===== src/rtl/int_dot_mac.sv =====
// rtl/int_dot_mac.sv - pipelined integer dot-product accumulator with saturation and valid/ready flow control
module int_dot_mac #(
    parameter int LANES   = 64,
    parameter int ELEM_W  = 4,
    parameter int ACC_W   = 24,
    parameter int SCALE_W = 8
) (
    input  logic                      clk,
    input  logic                      rst,
    input  logic                      in_valid,
    output logic                      in_ready,
    input  logic [LANES*ELEM_W-1:0]   in_a,
    input  logic [LANES*ELEM_W-1:0]   in_b,
    input  logic                      in_signed,
    input  logic                      in_first,
    input  logic                      in_last,
    input  logic [SCALE_W-1:0]        in_a_scale,
    input  logic [SCALE_W-1:0]        in_b_scale,
    output logic                      out_valid,
    input  logic                      out_ready,
    output logic [ACC_W-1:0]          out_acc,
    output logic                      out_sat,
    output logic [SCALE_W-1:0]        out_a_scale,
    output logic [SCALE_W-1:0]        out_b_scale
);
    localparam int LOG2_L = $clog2(LANES);
    localparam int PROD_W = 2 * ELEM_W;
    localparam int SUM_W  = PROD_W + LOG2_L;

    logic w_adv, w_accept;
    assign w_adv    = !(out_valid && !out_ready);
    assign in_ready = w_adv && !rst;
    assign w_accept = in_valid && in_ready;

    // Group mode/scales are taken from the first beat; later beats reuse the latched copy.
    logic               r_grp_signed;
    logic [SCALE_W-1:0] r_grp_a_scale, r_grp_b_scale;
    logic               w_mode;
    logic [SCALE_W-1:0] w_a_scale, w_b_scale;
    assign w_mode    = in_first ? in_signed  : r_grp_signed;
    assign w_a_scale = in_first ? in_a_scale : r_grp_a_scale;
    assign w_b_scale = in_first ? in_b_scale : r_grp_b_scale;

    logic [PROD_W-1:0] w_prod [LANES];
    logic [PROD_W-1:0] w_ea, w_eb;
    always_comb begin
        w_ea = '0;
        w_eb = '0;
        for (int j = 0; j < LANES; j++) begin
            w_ea = {{ELEM_W{w_mode & in_a[j*ELEM_W+ELEM_W-1]}}, in_a[j*ELEM_W +: ELEM_W]};
            w_eb = {{ELEM_W{w_mode & in_b[j*ELEM_W+ELEM_W-1]}}, in_b[j*ELEM_W +: ELEM_W]};
            w_prod[j] = w_ea * w_eb;
        end
    end

    logic               r_s1_valid, r_s1_first, r_s1_last, r_s1_signed;
    logic [SCALE_W-1:0] r_s1_a_scale, r_s1_b_scale;
    logic [PROD_W-1:0]  r_s1_prod [LANES];

    logic [SUM_W-1:0] w_sum;
    always_comb begin
        w_sum = '0;
        for (int j = 0; j < LANES; j++)
            w_sum = w_sum + {{LOG2_L{r_s1_signed & r_s1_prod[j][PROD_W-1]}}, r_s1_prod[j]};
    end

    logic               r_s2_valid, r_s2_first, r_s2_last, r_s2_signed;
    logic [SCALE_W-1:0] r_s2_a_scale, r_s2_b_scale;
    logic [ACC_W-1:0]   r_s2_sum;
    logic [ACC_W-1:0]   r_acc;
    logic               r_sticky;

    // One guard bit is enough to detect overflow of a single ACC_W-bit addition.
    logic [ACC_W:0]   w_acc_ext, w_sum_ext, w_next;
    logic             w_ovf, w_sticky;
    logic [ACC_W-1:0] w_clamp, w_sat_val;
    always_comb begin
        w_acc_ext = {r_s2_signed & r_acc[ACC_W-1], r_acc};
        w_sum_ext = {r_s2_signed & r_s2_sum[ACC_W-1], r_s2_sum};
        w_next    = r_s2_first ? w_sum_ext : w_acc_ext + w_sum_ext;
        if (r_s2_signed) begin
            w_ovf   = w_next[ACC_W] ^ w_next[ACC_W-1];
            w_clamp = w_next[ACC_W] ? {1'b1, {(ACC_W-1){1'b0}}} : {1'b0, {(ACC_W-1){1'b1}}};
        end else begin
            w_ovf   = w_next[ACC_W];
            w_clamp = {ACC_W{1'b1}};
        end
        w_sat_val = w_ovf ? w_clamp : w_next[ACC_W-1:0];
        w_sticky  = (r_s2_first ? 1'b0 : r_sticky) | w_ovf;
    end

    always_ff @(posedge clk) begin
        if (rst) begin
            r_grp_signed  <= 1'b0;
            r_grp_a_scale <= '0;
            r_grp_b_scale <= '0;
            r_s1_valid    <= 1'b0;
            r_s2_valid    <= 1'b0;
            r_acc         <= '0;
            r_sticky      <= 1'b0;
            out_valid     <= 1'b0;
            out_acc       <= '0;
            out_sat       <= 1'b0;
            out_a_scale   <= '0;
            out_b_scale   <= '0;
        end else if (w_adv) begin
            if (w_accept && in_first) begin
                r_grp_signed  <= in_signed;
                r_grp_a_scale <= in_a_scale;
                r_grp_b_scale <= in_b_scale;
            end
            r_s1_valid   <= w_accept;
            r_s1_first   <= in_first;
            r_s1_last    <= in_last;
            r_s1_signed  <= w_mode;
            r_s1_a_scale <= w_a_scale;
            r_s1_b_scale <= w_b_scale;
            r_s1_prod    <= w_prod;

            r_s2_valid   <= r_s1_valid;
            r_s2_first   <= r_s1_first;
            r_s2_last    <= r_s1_last;
            r_s2_signed  <= r_s1_signed;
            r_s2_a_scale <= r_s1_a_scale;
            r_s2_b_scale <= r_s1_b_scale;
            r_s2_sum     <= {{(ACC_W-SUM_W){r_s1_signed & w_sum[SUM_W-1]}}, w_sum};

            if (r_s2_valid) begin
                r_acc    <= w_sat_val;
                r_sticky <= w_sticky;
            end
            // With adv high, a pending result is being consumed this cycle.
            if (r_s2_valid && r_s2_last) begin
                out_valid   <= 1'b1;
                out_acc     <= w_sat_val;
                out_sat     <= w_sticky;
                out_a_scale <= r_s2_a_scale;
                out_b_scale <= r_s2_b_scale;
            end else begin
                out_valid   <= 1'b0;
            end
        end
    end
endmodule


===== config.mk =====
export PLATFORM = sky130hd
export DESIGN_NAME = int_dot_mac
export DESIGN_NICKNAME = d
export VERILOG_FILES = /design/src/rtl/int_dot_mac.sv
export SDC_FILE = /design/constraint.sdc
export NUM_CORES = 2
export LEC_CHECK = 0
export CAP_MARGIN = 40
export CORE_UTILIZATION = 56
export CTS_CLUSTER_SIZE = 40
export DETAILED_ROUTE_END_ITERATION = 6
export GPL_TIMING_DRIVEN = 0
export PLACE_DENSITY_LB_ADDON = 0.1
export SLEW_MARGIN = 0
export SYNTH_ARGS = -nofsm -noshare
export SYNTH_HDL_FRONTEND = slang
export SYNTH_SLANG_ARGS = --single-unit

===== constraint.sdc =====
create_clock -name clk -period 43.4 [get_ports clk]
set_input_delay 8.68 -clock clk [delete_from_list [all_inputs] [get_ports clk]]
set_output_delay 8.68 -clock clk [all_outputs]
set_load 0.005 [all_outputs]

# After elaboration in Yosys (flattened, before gate mapping)
# Index checks and enable logic that the tools add are counted.
dict set report word_totals {
  ff_bits 651
  input_bits 535
  out_inout_bits 43
  wordCells 436
}
dict set report op_classes {
  addsub 64
  mul 64
  muxes 10
  bitwise_logic 199
  n_reduce_logical 12
}
# cell n
set ops {}
lappend ops {{adder 14 bit} 58}
lappend ops {{multiplier 5 x 5 -> 8 bit} 64}
lappend ops {{AND 1 bit} 195}
lappend ops {{2-to-1 mux 24 bit} 3}
lappend ops {{adder 25 bit} 1}
lappend ops {{2-to-1 mux 25 bit} 1}
lappend ops {{2-to-1 mux 8 bit} 2}
lappend ops {{adder 13 x 9 -> 14 bit} 1}
lappend ops {{adder 12 x 9 -> 13 bit} 1}
lappend ops {{adder 11 x 9 -> 12 bit} 1}
lappend ops {{adder 10 x 9 -> 11 bit} 1}
lappend ops {{adder 9 x 9 -> 10 bit} 1}
lappend ops {{AND reduction 2 bit} 4}
lappend ops {{logical AND 1 bit} 5}
lappend ops {{2-to-1 mux 1 bit} 4}
lappend ops {{zero test 1 bit} 3}
lappend ops {{NOT 1 bit} 2}
lappend ops {{bitwise OR 1 bit} 1}
lappend ops {{XOR 1 bit} 1}

# Logic depth before layout (Yosys ltp)
dict set report logic_depth {
  depth_word 65
  depth_mapped 29
  ltp_nobuf 29
}

# Worst setup path before layout
# No wires, ideal clock.
dict set report synth_timing {
  kind {input to output}
  from {input out_ready}
  to {output in_ready}
  arrival_ps 33798
  required_ps 34720
  setup_slack_ps 922
  cell_stages 3
  n_path_buf 1
  path_cell_list {nand2b_1 clkbuf_1 nor2b_1}
}
dict set report synth_between {
  elab_chain_len 4
}
# element line
set synth_lines {}
lappend synth_lines {{start, declared} 20} ;# input logic out_ready,
lappend synth_lines {{zero test 1 bit} 31} ;# assign w_adv = !(out_valid && !out_ready);
lappend synth_lines {{logical AND 1 bit} 31}
lappend synth_lines {{zero test 1 bit} 31}
lappend synth_lines {{logical AND 1 bit} 32} ;# assign in_ready = w_adv && !rst;
lappend synth_lines {{end, declared} 11} ;# output logic in_ready,
# No other way between the ends.

# Worst setup path after layout
# Ends and elaborated chain as after synthesis.

==> results.txt <==
Die ar.: 0.1489 mm^2
Vias: 54128
Postcts setup bufs: 0
Reg-to-reg slack, setup: 34200 ps
H-Tree Depth: 3
Worst Setup End Kind: primary output
GRT Total Usage: 0.2953
Initial cell density of the core: 0.5655
Fin util: 0.6453
Clock Tree Buf Depth: 3
First-pass GRT wire length: 327800 um
Drt total wl: 213100 um
Largest net degree at the start of global routing: 34
Commonest non-fill, non-tap cell in the layout: inv_1
Flops & latches, synth: 651
Initial DRC Count: 3187
Clock latency at the later pin of the worst-skew pair: 670 ps
Worst-margin pin slew: 995.5 ps
Relative slew margins: 0.3363
Avg Synthesized Cell Area: 10.49 um^2
Period utilization: 0.4432
Tmin final: 19230 ps
Syn nets: 10610
Fill count: 11755
Vias per Instance: 5.118
Residual DRC: 0
Num ports: 578
CTS sink cnt: 651
Vias in the first global route: 57679
CTS hold repair buffers: 0
Synth Warn #: 0
IO buf count: 576
Skew final: 26.20 ps
CTS tree: done
Sequential-to-total area share from yosys stat: 0.2265
# Max-Cap Violations: 0
Wire per inst: 20.15 um
Crit Path Max Fanout: 22
Layout cells sized above 1: 0.04766
Remaining antenna violation count: 0
DIE HEIGHT: 385.9 um
Unique masters post-synth: 61
Reg2reg start: r_s1_signed$_DFFE_PP_
DIE WIDTH: 385.9 um
Layout area overhead: 14.10%
Critical path startpoint: out_ready
Min Hold Slack: 417.9 ps
Critical path launch point type: input pin
Placed wire-length estimate: 182400 um
Multi-input logic area: 0.05594 mm^2
Share of flip-flops with an asynchronous set or reset: 0
Global placement routability congestion: 0.9223
Cells after Synth: 7867
Max Freq: 51.99 MHz
Placeable Area: 0.1459 mm^2
Mapped Area: 0.08252 mm^2
Cts bufs inserted: 81
Commonest non-fill, non-tap cells in the layout: inv_1 (2020), fa_1 (1365), ha_1 (843)
Root buffer cell: clkbuf_16
Status: complete, no violations
Register Area: 0.01869 mm^2
Initial antenna violation count: 68
Final setup violation count: 0
CP Data Arrival Time: 10550 ps
Final Hold Fails: 0
HP Class: reg2reg
Worst hold start: r_s1_a_scale[6]$_DFFE_PP_
Post-CTS Resized: 0
Clock-pin slew on the worst setup and hold paths: 60 ps
Count of TritonRoute iterations in the first routing pass: 6
RSZ-0062 raised after global routing: no
Final nets: 11304
Pins Over Slew Limit: 0
Data required, critical path: 34720 ps
Kind of critical path: in2out
Num rows: 140
Post-synth EDFFs: 565
Grt ovf: 0
Primary FF master, synth: edfxtp_1
area by class of cell:
cell class | instances | area share
multi-input cells | 5117 | 0.5941
clock inverters | 44 | 0.004425
clock buffers | 101 | 0.02343
well taps | 1917 | 0.02547
repair buffers | 611 | 0.06886
flip-flops and latches | 651 | 0.1985
plain buffers | 78 | 0.003694
diodes | 35 | 0.0009302
inverters | 2021 | 0.08057
per-stage QoR:
stage | std cells | instance area [um^2] | setup TNS (ps) | worst slack, ps
5_1_grt | 10568 | 94140 | 0 | 24000
6_report | 10575 | 94150 | 0 | 24170
4_1_cts | 10539 | 94060 | 0 | 24150
3_5_place_dp | 10394 | 91440 | 0 | 24150
2_1_floorplan | 7867 | 82520 | 0 | 922.5
3_3_place_gp | 10360 | 90680 | -2416520 | -15750
kinds of logic after synthesis:
group / Yosys count / synth area share
buffers and inverters: 2099 / 0.09571
AOI/OAI and AO/OA: 462 / 0.03678
adders and majority gates: 2208 / 0.4590
and+or+nand+nor: 1803 / 0.1129
DFF: 651 / 0.2265
xor gates and xnor gates: 621 / 0.06591
muxes: 23 / 0.003199
cells in the mapped netlist, types with 6 or more instances:
| cell type | n | area share |
|---|---|---|
| buf_1 | 8 | 0.00036 |
| clkbuf_1 | 65 | 0.0030 |
| o21ai_0 | 29 | 0.0018 |
| ha_1 | 843 | 0.13 |
| dfxtp_1 | 86 | 0.021 |
| a21o_1 | 141 | 0.013 |
| edfxtp_1 | 565 | 0.21 |
| or3_1 | 6 | 0.00045 |
| a211oi_1 | 6 | 0.00055 |
| mux2_2 | 17 | 0.0023 |
| nor3_1 | 14 | 0.00085 |
| nor2_1 | 162 | 0.0074 |
| inv_1 | 2020 | 0.092 |
| a221o_1 | 41 | 0.0050 |
| and2_1 | 735 | 0.056 |
| fa_1 | 1365 | 0.33 |
| xor2_1 | 107 | 0.011 |
| a21oi_1 | 200 | 0.012 |
| o21bai_1 | 6 | 0.00055 |
| nand2b_1 | 9 | 0.00068 |
| nand2_1 | 598 | 0.027 |
| nand3_1 | 68 | 0.0041 |
| or2_2 | 186 | 0.014 |
| xnor2_1 | 514 | 0.055 |
per-layer routing:
layer / routed length, um / vias to the layer above / GRT usage
li1: - / 25323 / -
met1: 89850 / 27151 / 0.3936
met2: 103700 / 1275 / 0.4938
met3: 11200 / 339 / 0.03957
met4: 8129 / 40 / 0.1074
met5: 219 / - / 0
critical path: stages:
cell             delay, ps
clkdlybuf4s50_1        450
nand2b_1                90
clkbuf_1               280
nor2b_4                310
buf_12                 210
clkdlybuf4s50_1        520
registers in the layout, summed over array words and instances (netlist names), 8 cells and up:
| name | flops |
|---|---|
| r_s1_prod | 512 |
| out_acc | 24 |
| r_acc | 24 |
| r_s2_sum | 15 |
| out_a_scale | 8 |
| out_b_scale | 8 |
| r_grp_a_scale | 8 |
| r_grp_b_scale | 8 |
| r_s1_a_scale | 8 |
| r_s1_b_scale | 8 |
| r_s2_a_scale | 8 |
| r_s2_b_scale | 8 |
worst paths after layout:
kind                                    end  cells past startpoint
setup / recovery                   in_ready                      6
hold / removal    r_s2_a_scale[6]$_DFFE_PP_                      0
setup reg to reg     r_s2_sum[14]$_DFFE_PP_                     25
hold reg to reg   r_s2_a_scale[6]$_DFFE_PP_                      0
Power is not shown: default switching activity piles up to over one toggle a cycle in this logic, so the estimate is an artifact.
